`src/rtl/cw_pkg.sv`:
```
`default_nettype none
// ============================================================================
//  Package  : cw_pkg
//  Purpose  : Shared definitions for the counter-XOR-ROM codeword link.
//             Holds the 16-entry codebook (the same table that fills the
//             transmitter ROM16x8), the lock-FSM state encoding and the
//             keystream width.
//  Revision : 1.0  initial release
// ============================================================================
package cw_pkg;

   // Keystream (and data index) width
   localparam int KW = 4;

   // Codebook: entry i is the codeword that carries index i.
   // All entries are unique so the inverse lookup has at most one hit.
   localparam logic [7:0] CODEBOOK [0:15] = '{
      8'h1B, 8'h2D, 8'h36, 8'h47, 8'h59, 8'h6A, 8'h74, 8'h8E,
      8'h93, 8'hA5, 8'hB8, 8'hC6, 8'hD1, 8'hE3, 8'hF2, 8'h0F
   };

   // Lock FSM encoding
   typedef enum logic [0:0] {
      HUNT = 1'b0,
      LOCK = 1'b1
   } state_t;

endpackage
`default_nettype wire

```
`src/rtl/cw_cam16.sv`:
```
`default_nettype none
// ============================================================================
//  Module   : cw_cam16
//  Purpose  : Combinational inverse codebook lookup (16-entry CAM).
//  Ports    : code_i   [7:0]    codeword to search for
//             match_o           codeword found in the codebook
//             idx_o    [KW-1:0] index of the matching entry (0 when no match)
//  Revision : 1.0  initial release
// ============================================================================
module cw_cam16
   import cw_pkg::*;
(
   input  logic [7:0]    code_i,
   output logic          match_o,
   output logic [KW-1:0] idx_o
);

   logic [15:0] hit_w;

   for (genvar i = 0; i < 16; i++) begin : g_entry
      assign hit_w[i] = (code_i == CODEBOOK[i]);
   end

   // Entries are unique, so OR-ing the indices of all hits yields the index
   // of the single hit without a priority chain.
   always_comb begin
      idx_o = '0;
      for (int i = 0; i < 16; i++) begin
         if (hit_w[i]) begin
            idx_o = idx_o | KW'(i);
         end
      end
   end

   assign match_o = |hit_w;

endmodule
`default_nettype wire

```
`src/rtl/cw_descrambler.sv`:
```
`default_nettype none
// ============================================================================
//  Module   : cw_descrambler
//  Purpose  : Receive-side codeword descrambler. Inverse-maps each received
//             codeword to a 4-bit index, removes the counter keystream and
//             tracks keystream alignment with a HUNT/LOCK FSM.
//  Params   : MAXERR  consecutive invalid codewords in LOCK before HUNT (1..15)
//             ECW     width of the saturating error counter
//  Ports    : dec_clk, dec_rst (async, active-high)
//             dec_in[7:0], dec_vld, dec_sync         received beat
//             dec_out[3:0], dec_ovld, dec_err         registered beat result
//             dec_locked                              FSM is in LOCK
//             dec_errcnt[ECW-1:0]                     total invalid codewords
//  Revision : 1.0  initial release
// ============================================================================
module cw_descrambler
   import cw_pkg::*;
#(
   parameter int MAXERR = 4,
   parameter int ECW    = 8
) (
   input  logic           dec_clk,
   input  logic           dec_rst,
   input  logic [7:0]     dec_in,
   input  logic           dec_vld,
   input  logic           dec_sync,
   output logic [KW-1:0]  dec_out,
   output logic           dec_ovld,
   output logic           dec_err,
   output logic           dec_locked,
   output logic [ECW-1:0] dec_errcnt
);

   logic          match_w;
   logic [KW-1:0] idx_w;

   cw_cam16 u_cam (
      .code_i  (dec_in),
      .match_o (match_w),
      .idx_o   (idx_w)
   );

   state_t         state_q;
   logic [KW-1:0]  k_q;
   logic [3:0]     run_q;
   logic [ECW-1:0] errcnt_q;
   logic [KW-1:0]  out_q;
   logic           ovld_q;
   logic           err_q;

   // Next-value helpers
   logic [KW-1:0]  k_d;
   logic [3:0]     run_d;
   logic [ECW-1:0] errcnt_d;
   logic           run_hit_w;

   assign k_d       = k_q + KW'(1);
   assign run_d     = run_q + 4'd1;
   assign errcnt_d  = (&errcnt_q) ? errcnt_q : errcnt_q + ECW'(1);
   // This invalid beat completes the run of MAXERR consecutive errors
   assign run_hit_w = (run_d == 4'(MAXERR));

   always_ff @(posedge dec_clk or posedge dec_rst) begin
      if (dec_rst) begin
         state_q  <= HUNT;
         k_q      <= '0;
         run_q    <= '0;
         errcnt_q <= '0;
         out_q    <= '0;
         ovld_q   <= 1'b0;
         err_q    <= 1'b0;
      end else begin
         // Pulses default low; dec_out holds its last value between beats
         ovld_q <= 1'b0;
         err_q  <= 1'b0;
         if (dec_vld) begin
            case (state_q)
               HUNT: begin
                  // Only sync beats are looked at while hunting
                  if (dec_sync) begin
                     if (match_w) begin
                        out_q   <= idx_w;          // K = 0 on the sync beat
                        ovld_q  <= 1'b1;
                        k_q     <= KW'(1);
                        run_q   <= '0;
                        state_q <= LOCK;
                     end else begin
                        err_q    <= 1'b1;
                        errcnt_q <= errcnt_d;
                     end
                  end
               end
               LOCK: begin
                  ovld_q <= 1'b1;
                  if (match_w) begin
                     run_q <= '0;
                     if (dec_sync) begin
                        // Re-align: this beat was sent with counter 0
                        out_q <= idx_w;
                        k_q   <= KW'(1);
                     end else begin
                        out_q <= idx_w ^ k_q;
                        k_q   <= k_d;
                     end
                  end else begin
                     out_q    <= '0;
                     err_q    <= 1'b1;
                     errcnt_q <= errcnt_d;
                     if (run_hit_w) begin
                        state_q <= HUNT;
                        k_q     <= '0;
                        run_q   <= '0;
                     end else begin
                        k_q   <= k_d;
                        run_q <= run_d;
                     end
                  end
               end
               default: state_q <= HUNT;
            endcase
         end
      end
   end

   assign dec_out    = out_q;
   assign dec_ovld   = ovld_q;
   assign dec_err    = err_q;
   assign dec_locked = (state_q == LOCK);
   assign dec_errcnt = errcnt_q;

endmodule
`default_nettype wire

```
`config.mk`:
```
export PLATFORM = sky130hd
export DESIGN_NAME = cw_descrambler
export DESIGN_NICKNAME = d
export VERILOG_FILES = /design/src/rtl/cw_pkg.sv /design/src/rtl/cw_cam16.sv /design/src/rtl/cw_descrambler.sv
export SDC_FILE = /design/constraint.sdc
export NUM_CORES = 1
export LEC_CHECK = 0
export ABC_CLOCK_PERIOD_IN_PS = 5040
export BUFFER_PORTS_ARGS = -buffer_cell sky130_fd_sc_hd__buf_4
export CAP_MARGIN = 20
export CORE_ASPECT_RATIO = 1.5
export CORE_UTILIZATION = 50
export CTS_CLUSTER_SIZE = 40
export DETAILED_ROUTE_END_ITERATION = 12
export PLACE_DENSITY = 0.76
export SKIP_LAST_GASP = 1
export SYNTH_ARGS = -nofsm -noshare
export SYNTH_HDL_FRONTEND = slang
export SYNTH_SLANG_ARGS = --single-unit
export TNS_END_PERCENT = 5
```
`constraint.sdc`:
```
create_clock -name dec_clk -period 5.04 [get_ports dec_clk]
set_input_delay 0.504 -clock dec_clk [delete_from_list [all_inputs] [get_ports dec_clk]]
set_output_delay 0.504 -clock dec_clk [all_outputs]
set_load 0.03 [all_outputs]
```
==> results of run 1 <==
-- cell usage in the layout (no fill, tap or decap), drive strengths merged, types with 4 or more instances in the layout --
cell type / count
buf: 26
nand4: 5
nand3b: 4
a21oi: 5
dfrtp: 23
xnor2: 6
nand2b: 5
ha: 4
nand2: 17
nor2b: 7
xor2: 4
clkbuf: 4
nor2: 9
nor4bb: 7
a22o: 10
and3: 5
nand3: 7
-- state kept, by name, indices dropped and copies added (netlist names) --
signal      cells
dec_locked      1
dec_out         4
k_q             4
run_q           4
dec_ovld        1
dec_errcnt      8
dec_err         1
-- critical path, cell delays in order --
cell                      delay (ps)
sky130_fd_sc_hd__buf_4           150
sky130_fd_sc_hd__and2b_1         240
sky130_fd_sc_hd__or4b_1          470
sky130_fd_sc_hd__o31a_2          170
sky130_fd_sc_hd__nand4_4         130
sky130_fd_sc_hd__and2_4          210
sky130_fd_sc_hd__o21ai_4         110
sky130_fd_sc_hd__inv_4           100
sky130_fd_sc_hd__mux2_4          290
-- worst min-delay path by stage --
stage                                    startpoint                   endpoint  slack, ps  cells after the start
after floorplan                run_q[3]$_DFFE_PP0P_       run_q[3]$_DFFE_PP0P_        490                      1
after global placement    dec_errcnt[5]$_DFFE_PP0P_  dec_errcnt[5]$_DFFE_PP0P_        480                      1
after detailed placement  dec_errcnt[5]$_DFFE_PP0P_  dec_errcnt[5]$_DFFE_PP0P_        500                      1
after CTS                                   dec_rst         k_q[0]$_DFFE_PP0P_        450                      2
after global routing                        dec_rst  dec_errcnt[4]$_DFFE_PP0P_        500                      2
final                                       dec_rst         k_q[0]$_DFFE_PP0P_        410                      2
-- metal layers --
layer | track usage | part of all wire
met5 | 0 | 0
met4 | 0.137 | 0.029
met3 | 0.0292 | 0.035
met2 | 0.402 | 0.52
met1 | 0.249 | 0.42
-- power breakdown --
part / internal, mW / switching (mW) / leakage (nW)
clock network: 0.0565 / 0.0588 / 0.0228
logic: 0.154 / 0.199 / 0.559
registers: 0.249 / 0.0762 / 0.295
total: 0.460 / 0.334 / 0.876
-- stage by stage --
| stage | instances | setup WS (ps) | total power, mW | utilization |
|---|---|---|---|---|
| finish | 232 | 2820 | 0.794 | 0.600 |
| global route | 232 | 2690 | 0.848 | 0.600 |
| CTS | 232 | 2830 | 0.798 | 0.600 |
| detailed placement | 228 | 2530 | 0.680 | 0.586 |
| global placement | 228 | 2600 | 0.661 | 0.586 |
| floorplan | 169 | 2750 | 0.561 | - |
-- layout make-up --
type	instances	area, sq um
inverters	3	13.8
multi-input cells	136	1030
repair buffers	26	195
fillers	287	1280
flip-flops and latches	23	576
well taps	40	50.0
clock buffers	4	45.0
-- kinds of logic after synthesis --
logic type | after synthesis | synth area share
muxes | 2 | 0.0156
buffers and inverters | 10 | 0.0460
xor gates and xnor gates | 10 | 0.0519
DFF | 23 | 0.341
AOI/OAI and AO/OA | 33 | 0.171
adders and majority gates | 4 | 0.0297
and+or+nand+nor | 87 | 0.345
==> parameters.txt, run 1 <==
Parameter                              Value

Run status
  Outcome    complete, no violations

GRT
  Number of antenna violations at the first check in global routing    0
  Largest net degree at the start of global routing    24
  Wire length of the first global-routing pass    6250 um
  GR Util All Layers    0.224
  Residual overflow from global routing    0
  Vias in the first global route    1,419

Logic synthesis
  Syn Area/Cell    9.99 sq um
  Cell taking the most area after synthesis    sky130_fd_sc_hd__dfrtp_1
  Number of different library cells in the post-synthesis netlist    54
  Commonest cells post-synth    sky130_fd_sc_hd__dfrtp_1, sky130_fd_sc_hd__nand2_1, sky130_fd_sc_hd__a22o_1
  Warning count from the yosys run    0
  Post-synthesis cell count    between 150 and 200
  Post-synth top area share    0.341
  EDFF count, synth    0
  Flip-flop and latch count after synthesis    23
  Post-synthesis async set-or-reset flop share    1.00
  Number of nets produced by synthesis    185
  Most instantiated flip-flop cell in the synthesis netlist    sky130_fd_sc_hd__dfrtp_1
  Sequential-to-total area share from yosys stat    0.341
  Dominant cells by area after synthesis    sky130_fd_sc_hd__dfrtp_1, sky130_fd_sc_hd__a22o_1, sky130_fd_sc_hd__nor4bb_1
  Cell with the most instances after synthesis    sky130_fd_sc_hd__dfrtp_1
  Combined area of all synthesized cells    1690 sq um

CTS
  Total CTS buffers    3
  Clock Path Buffers    2
  Clock latency on the worst-skew pair    270 ps
  Total number of H-tree levels    1
  Post-CTS repair timing setup buffer count    0
  Clock-pin slew on the worst setup and hold paths    80 ps
  Clock net sink count    23
  CTS tree    yes
  Count of hold buffers inserted by post-cts repair    0
  Clock Tree Root    sky130_fd_sc_hd__clkbuf_8
  Resize count post-CTS    0

Floorplanning
  Overall die height    about 73 um
  Die outline width    just under 50 um
  Overall die area    3620 sq um
  Top-level I/O count    27
  Number of cell rows    25
  Core region area    3190 sq um
  Initial cell density of the core    0.529

Setup path
  Launching element type of the critical path    input port
  CP startpoint    dec_in[0]
  Worst setup path class    input port to flip-flop
  Data arrival time of the critical path    2380 ps
  Data required time at the worst endpoint    between 5000 and 6000 ps
  Reg2reg end    dec_errcnt[1]$_DFFE_PP0P_
  R2r startpoint    dec_errcnt[0]$_DFFE_PP0P_
  Endpoint kind of the worst setup timing path    flip-flop
  Depth of the worst register-to-register path    4
  Last element of the critical path    dec_out[3]$_DFFE_PP0P_
  Maximum fanout encountered on the critical timing path    13
  Internal reg-to-reg setup slack    3190 ps

Cells and area
  Area grow syn2layout    13.4%
  Ant. Diodes    0
  Fraction of layout instances using a drive strength above 1    0.234
  Final net count    209
  Summed area of non-filler cells in the final layout    1910 sq um

Pwr
  Leakage power summed over all cells    0.876 nW
  Power per cell area    between 400 and 500 nW/um^2
  VDD IR max    0.232 mV

STA
  Worst-Margin Slew    862 ps
  Fraction of the cycle the final worst path needs    0.441
  Post-Route Skew    between 5 and 6 ps
  Final critical path time including I/O delays and setup    2220 ps
  Unrepaired setup endpoints after global routing    no
  Slew headroom    0.425
  Fmax achieved    450 MHz
  Final hold violation count    0
  Final hold slack    414 ps
  Final setup TNS    0 ps
  Number of max-slew violations in the final report    0
  Final setup violating endpoints    0

Routing
  Via count    1,426
  First-pass iteration count of the detailed router    4
  Total detailed-routing wirelength    3690 um
  Vias per Instance    6.15
  First-iteration detailed-routing DRC count    37
  Antenna Nets Post-Route    0
  Remaining routing DRC violations    0
  Wirelength per Cell    15.9 um

Run
  Max-cap viol count    0

Placement
  Quantity of I/O buffers inserted on ports    26
  Placed wire-length estimate after detailed placement    2760 um
  Total cell area at the placement stage    1870 sq um
  Routability-driven placement congestion ratio    0.964

Worst hold path
  Worst hold path type    input port to async pin
Note: power is estimated with default switching activity, not from simulation.
==> run 2, diff against run 1 <==
--- a/config.mk
+++ b/config.mk
@@ -5,14 +5,14 @@
 export SDC_FILE = /design/constraint.sdc
 export NUM_CORES = 1
 export LEC_CHECK = 0
-export ABC_CLOCK_PERIOD_IN_PS = 5040
+export ABC_CLOCK_PERIOD_IN_PS = 1780
 export BUFFER_PORTS_ARGS = -buffer_cell sky130_fd_sc_hd__buf_4
 export CAP_MARGIN = 20
 export CORE_ASPECT_RATIO = 1.5
 export CORE_UTILIZATION = 50
 export CTS_CLUSTER_SIZE = 40
 export DETAILED_ROUTE_END_ITERATION = 12
-export PLACE_DENSITY = 0.76
+export PLACE_DENSITY = 0.79
 export SKIP_LAST_GASP = 1
 export SYNTH_ARGS = -nofsm -noshare
 export SYNTH_HDL_FRONTEND = slang
==> constraint.sdc (replaced) <==
create_clock -name dec_clk -period 1.78 [get_ports dec_clk]
set_input_delay 0.178 -clock dec_clk [delete_from_list [all_inputs] [get_ports dec_clk]]
set_output_delay 0.178 -clock dec_clk [all_outputs]
set_load 0.03 [all_outputs]
==> parameters.txt, run 2 (synthesis gave the netlist of run 1 again) <==
Parameter                              Value

Setup path
  Maximum fanout encountered on the critical timing path    11
  R2r startpoint    run_q[0]$_DFFE_PP0P_
  Internal reg-to-reg setup slack    -20 ps
  Data arrival time of the critical path    2010 ps
  Worst setup path class    input port to flip-flop
  Last element of the critical path    dec_errcnt[1]$_DFFE_PP0P_
  Data required time at the worst endpoint    ~2000 ps
  Depth of the worst register-to-register path    6
  CP startpoint    dec_in[5]
  Endpoint kind of the worst setup timing path    flip-flop
  Reg2reg end    k_q[3]$_DFFE_PP0P_
  Launching element type of the critical path    input port

Routing
  Antenna Nets Post-Route    0
  First-iteration detailed-routing DRC count    between 40 and 50
  Total detailed-routing wirelength    4010 um
  Remaining routing DRC violations    0
  Wirelength per Cell    15.1 um
  First-pass iteration count of the detailed router    4
  Via count    about 1,500
  Vias per Instance    5.74

Placement
  Quantity of I/O buffers inserted on ports    26
  Total cell area at the placement stage    2080 sq um
  Routability-driven placement congestion ratio    0.896
  Number of placed cells counting well taps    256
  Placed wire-length estimate after detailed placement    3070 um
  Setup slack after placement    -368 ps

GRT
  Vias in the first global route    1,541
  Number of antenna violations at the first check in global routing    0
  Largest net degree at the start of global routing    22
  Residual overflow from global routing    0
  Wire length of the first global-routing pass    around 6800 um
  GR Util All Layers    0.250

Cells and area
  Final cell count without fillers    265
  Final net count    242
  Most common cell after layout, fill and taps aside    sky130_fd_sc_hd__buf_4
  Max reg flops    8
  Fraction of layout instances using a drive strength above 1    0.347
  Number of fillers in the final layout    272
  End-of-flow core utilization    0.679
  Ant. Diodes    0
  Commonest non-fill, non-tap cells in the layout    sky130_fd_sc_hd__buf_4, sky130_fd_sc_hd__dfrtp_1, sky130_fd_sc_hd__nand2_1, sky130_fd_sc_hd__a22o_1, sky130_fd_sc_hd__nor2_1
  Summed area of non-filler cells in the final layout    2170 sq um
  Area grow syn2layout    28.3%

STA
  Final critical path time including I/O delays and setup    1840 ps
  Worst-Margin Slew    539 ps
  Post-route worst setup slack    -64.8 ps
  Final hold slack    193 ps
  Final setup violating endpoints    5
  Unrepaired setup endpoints after global routing    yes
  Final hold violation count    0
  Fmax achieved    roughly 540 MHz
  Post-Route Skew    approximately 2.6 ps
  Number of max-slew violations in the final report    0
  Final setup TNS    -131 ps
  Slew headroom    0.636
  Fraction of the cycle the final worst path needs    1.04

Run
  Max-cap viol count    0

CTS
  Clock latency on the worst-skew pair    280 ps
  Clock-pin slew on the worst setup and hold paths    about 80 ps
  Total CTS buffers    3
  Resize count post-CTS    0
  CTS tree    yes
  Clock Path Buffers    2
  Clock Tree Root    sky130_fd_sc_hd__clkbuf_8
  Total number of H-tree levels    1
  Clock net sink count    23

Pwr
  Power per cell area    between 1000 and 1500 nW/um^2
  Overall power of the completed layout    2.39 mW
  Leakage power summed over all cells    1.03 nW
  VDD IR max    approximately 0.73 mV

Floorplanning
  Overall die area    between 3000 and 4000 sq um
  Initial cell density of the core    0.529
  Top-level I/O count    27
  Die outline width    49.4 um
  Overall die height    73.2 um
  Number of cell rows    25
  Core region area    between 3000 and 4000 sq um

Run status
  Violations in the final reports    negative setup slack
  Outcome    finished, violations left

Worst hold path
  Worst hold path type    input port to flip-flop
## run 2: changes by cell type in the layout (fill, tap and decap cells not counted), sizes merged
cell,before,now
clkinv,0,1
buf,26,58
clkbuf,4,3
dlygate4sd3,0,1
## run 2: worst min path at each step
stage,from,endpoint,slack (ps),cells past startpoint
2_1_floorplan,dec_rst,dec_err$_DFF_PP0_,180,1
3_3_place_gp,dec_rst,dec_errcnt[7]$_DFFE_PP0P_,50,2
3_5_place_dp,dec_rst,dec_errcnt[7]$_DFFE_PP0P_,50,2
4_1_cts,dec_vld,k_q[0]$_DFFE_PP0P_,200,2
5_1_grt,dec_vld,k_q[0]$_DFFE_PP0P_,200,2
6_report,dec_vld,dec_locked$_DFFE_PP0P_,190,2
## run 2: per-layer routing
metal | GRT usage | part of all wire | vias up
met4 | 0.143 | 0.038 | 0
met2 | 0.479 | 0.54 | 42
met3 | 0.0333 | 0.027 | 13
li1 | - | - | 742
met1 | 0.255 | 0.39 | 724
met5 | 0 | 0 | -
## run 2: cell type report
| cell class | count | area, sq um | share of cell area |
|---|---|---|---|
| well taps | 40 | 50.0 | 0.0231 |
| multi-input cells | 136 | 1030 | 0.478 |
| flip-flops and latches | 23 | 576 | 0.266 |
| inverters | 3 | 13.8 | 0.00635 |
| clock buffers | 3 | 41.3 | 0.0191 |
| repair buffers | 59 | 445 | 0.206 |
| clock inverters | 1 | 5.00 | 0.00231 |
## run 2: timing repair
| item | in CTS | in global routing |
|---|---|---|
| buffers inserted | 2 | 2 |
| pin swaps | 2 | 1 |
| cloned | 0 | 0 |
| hold buffers | 1 | 0 |
| endpoints found under the hold margin | 2 | 0 |
| setup endpoints to repair | 9 | 20 |
## run 2: worst max-delay path: stages
cell and delay (ps):
sky130_fd_sc_hd__buf_4 140, sky130_fd_sc_hd__and2b_1 190, sky130_fd_sc_hd__a311oi_1 310, sky130_fd_sc_hd__o31a_2 240
sky130_fd_sc_hd__nand4_4 120, sky130_fd_sc_hd__a311oi_4 310, sky130_fd_sc_hd__buf_4 200, sky130_fd_sc_hd__mux2_1 310
## run 2: power breakdown
part	total [mW]	switching [mW]	leakage, nW	internal [mW]
sequential	0.894	0.188	0.295	0.706
clock	0.337	0.179	0.0255	0.157
combinational	1.16	0.616	0.714	0.541
total	2.39	0.983	1.03	1.40
==> run 3, diff against run 2 <==
--- a/config.mk
+++ b/config.mk
@@ -12,7 +12,7 @@
 export CORE_UTILIZATION = 50
 export CTS_CLUSTER_SIZE = 40
 export DETAILED_ROUTE_END_ITERATION = 12
-export PLACE_DENSITY = 0.79
+export PLACE_DENSITY_LB_ADDON = 0.12
 export SKIP_LAST_GASP = 1
 export SYNTH_ARGS = -nofsm -noshare
 export SYNTH_HDL_FRONTEND = slang
==> parameters.txt, run 3 (synthesis gave the netlist of run 1 again) <==
Parameter                              Value

Run status
  Outcome    finished, violations left
  Violations in the final reports    negative setup slack

Routing
  Total detailed-routing wirelength    4650 um
  First-iteration detailed-routing DRC count    35
  Remaining routing DRC violations    0
  Wirelength per Cell    approximately 17 um
  Antenna Nets Post-Route    0
  Vias per Instance    5.93
  Via count    1,643
  First-pass iteration count of the detailed router    4

Worst hold path
  Worst hold path type    input port to flip-flop
  Hold Crit Depth    2

GRT
  Number of antenna violations at the first check in global routing    0
  Largest net degree at the start of global routing    24
  Vias in the first global route    about 1,700
  Residual overflow from global routing    0
  GR Util All Layers    0.271
  Wire length of the first global-routing pass    7440 um

STA
  Slew headroom    0.684
  Post-Route Skew    2.36 ps
  Post-route worst setup slack    -20.9 ps
  Final critical path time including I/O delays and setup    1800 ps
  Unrepaired setup endpoints after global routing    yes
  Fmax achieved    555 MHz
  Number of max-slew violations in the final report    0
  Worst-Margin Slew    468 ps
  Fraction of the cycle the final worst path needs    1.01
  Final hold violation count    0
  Final setup violating endpoints    3

Cells and area
  Max reg flops    8
  Commonest non-fill, non-tap cells in the layout    sky130_fd_sc_hd__buf_4, sky130_fd_sc_hd__dfrtp_1, sky130_fd_sc_hd__nand2_1, sky130_fd_sc_hd__a22o_1, sky130_fd_sc_hd__nor2_1
  End-of-flow core utilization    0.740
  Final net count    254
  Fraction of layout instances using a drive strength above 1    0.418
  Ant. Diodes    0
  Number of fillers in the final layout    233
  Area grow syn2layout    39.8%
  Summed area of non-filler cells in the final layout    between 2000 and 2500 sq um
  Most common cell after layout, fill and taps aside    sky130_fd_sc_hd__buf_4
  Final cell count without fillers    277

Run
  Max-cap viol count    0

Floorplanning
  Overall die height    73.2 um
  Number of cell rows    25
  Die outline width    49.4 um
  Core region area    3190 sq um
  Initial cell density of the core    0.529
  Top-level I/O count    27
  Overall die area    about 3600 sq um

Placement
  Placed wire-length estimate after detailed placement    3470 um
  Setup slack after placement    -313 ps
  Number of placed cells counting well taps    261
  Quantity of I/O buffers inserted on ports    26
  Routability-driven placement congestion ratio    0.896
  Total cell area at the placement stage    2120 sq um

CTS
  Total CTS buffers    3
  Clock Tree Root    sky130_fd_sc_hd__clkbuf_8
  Clock net sink count    23
  Clock latency on the worst-skew pair    260 ps
  Total number of H-tree levels    1
  Clock Path Buffers    2
  CTS tree    yes
  Clock-pin slew on the worst setup and hold paths    80 ps

Pwr
  VDD IR max    0.729 mV
  Leakage power summed over all cells    1.14 nW
  Power per cell area    1060 nW/um^2

Setup path
  Maximum fanout encountered on the critical timing path    12
  Data required time at the worst endpoint    1930 ps
  Data arrival time of the critical path    1950 ps
  Endpoint kind of the worst setup timing path    flip-flop
  Worst setup path class    input port to flip-flop
  Depth of the worst register-to-register path    5
  Launching element type of the critical path    input port
## run 3: cell count changes in the layout (fill, tap and decap cells not counted), moves of 2 or more
cell,change
sky130_fd_sc_hd__nor4bb_2,+2
sky130_fd_sc_hd__buf_6,+3
sky130_fd_sc_hd__nor4bb_1,-2
sky130_fd_sc_hd__buf_4,+6
sky130_fd_sc_hd__buf_12,+2
## run 3: power by group
part	leakage [nW]	switching [mW]	total, mW	internal [mW]
Clock	0.0228	0.158	0.317	0.159
Sequential	0.295	0.160	0.867	0.706
Combinational	0.822	0.692	1.32	0.631
Total	1.14	1.01	2.51	1.50
## run 3: timing repair
item	CTS	global route
resized for setup	11	10
pin swaps	6	5
cloned	0	1
hold buffers	1	0
setup endpoints to repair	13	16
endpoints found under the hold margin	23	0
setup buffers	5	5
## run 3: worst max-delay path, cell delays in order
cell	delay, ps
sky130_fd_sc_hd__buf_4	150
sky130_fd_sc_hd__nand2b_4	150
sky130_fd_sc_hd__or4b_4	530
sky130_fd_sc_hd__o31a_4	150
sky130_fd_sc_hd__nand4_4	100
sky130_fd_sc_hd__and2_4	200
sky130_fd_sc_hd__buf_4	120
sky130_fd_sc_hd__buf_4	100
sky130_fd_sc_hd__nor3_1	40
sky130_fd_sc_hd__a211o_1	220
## run 3: metrics by stage
stage | hold WS (ps) | total power, mW | TNS, ps
after global placement | 237 | 2.07 | -4780
final | 234 | 2.51 | -27.4
after floorplan | 180 | 1.59 | -859
after CTS | 229 | 2.48 | -7.39
after detailed placement | 246 | 2.13 | -5660
after global routing | 250 | 2.65 | -514
## run 3: worst paths after layout
kind | start | end | slack (ps)
max in group asynchronous | dec_rst | dec_errcnt[6]$_DFFE_PP0P_ | 1030
min in group asynchronous | dec_rst | dec_out[3]$_DFFE_PP0P_ | 510
worst min-delay path | dec_vld | dec_locked$_DFFE_PP0P_ | 230
worst max register to register | dec_errcnt[0]$_DFFE_PP0P_ | dec_errcnt[1]$_DFFE_PP0P_ | 10
worst max-delay path | dec_in[6] | k_q[3]$_DFFE_PP0P_ | -20
worst min register to register | dec_errcnt[5]$_DFFE_PP0P_ | dec_errcnt[5]$_DFFE_PP0P_ | 510
## run 3: layer usage
layer	vias to the layer above	routed length [um]	global-route usage	part of all wire
li1	770	-	-	-
met3	19	123	0.0125	0.026
met1	802	1670	0.273	0.36
met4	0	234	0.159	0.050
met2	52	2620	0.539	0.56
met5	-	0	0	0
## run 3: cell type report
| class | instances | area (sq um) | area share |
|---|---|---|---|
| tap | 40 | 50.0 | 0.0212 |
| multi-input combinational | 136 | 1090 | 0.460 |
| timing repair buffer | 71 | 589 | 0.250 |
| sequential | 23 | 576 | 0.244 |
| inverter | 3 | 13.8 | 0.00583 |
| clock buffer | 4 | 45.0 | 0.0191 |
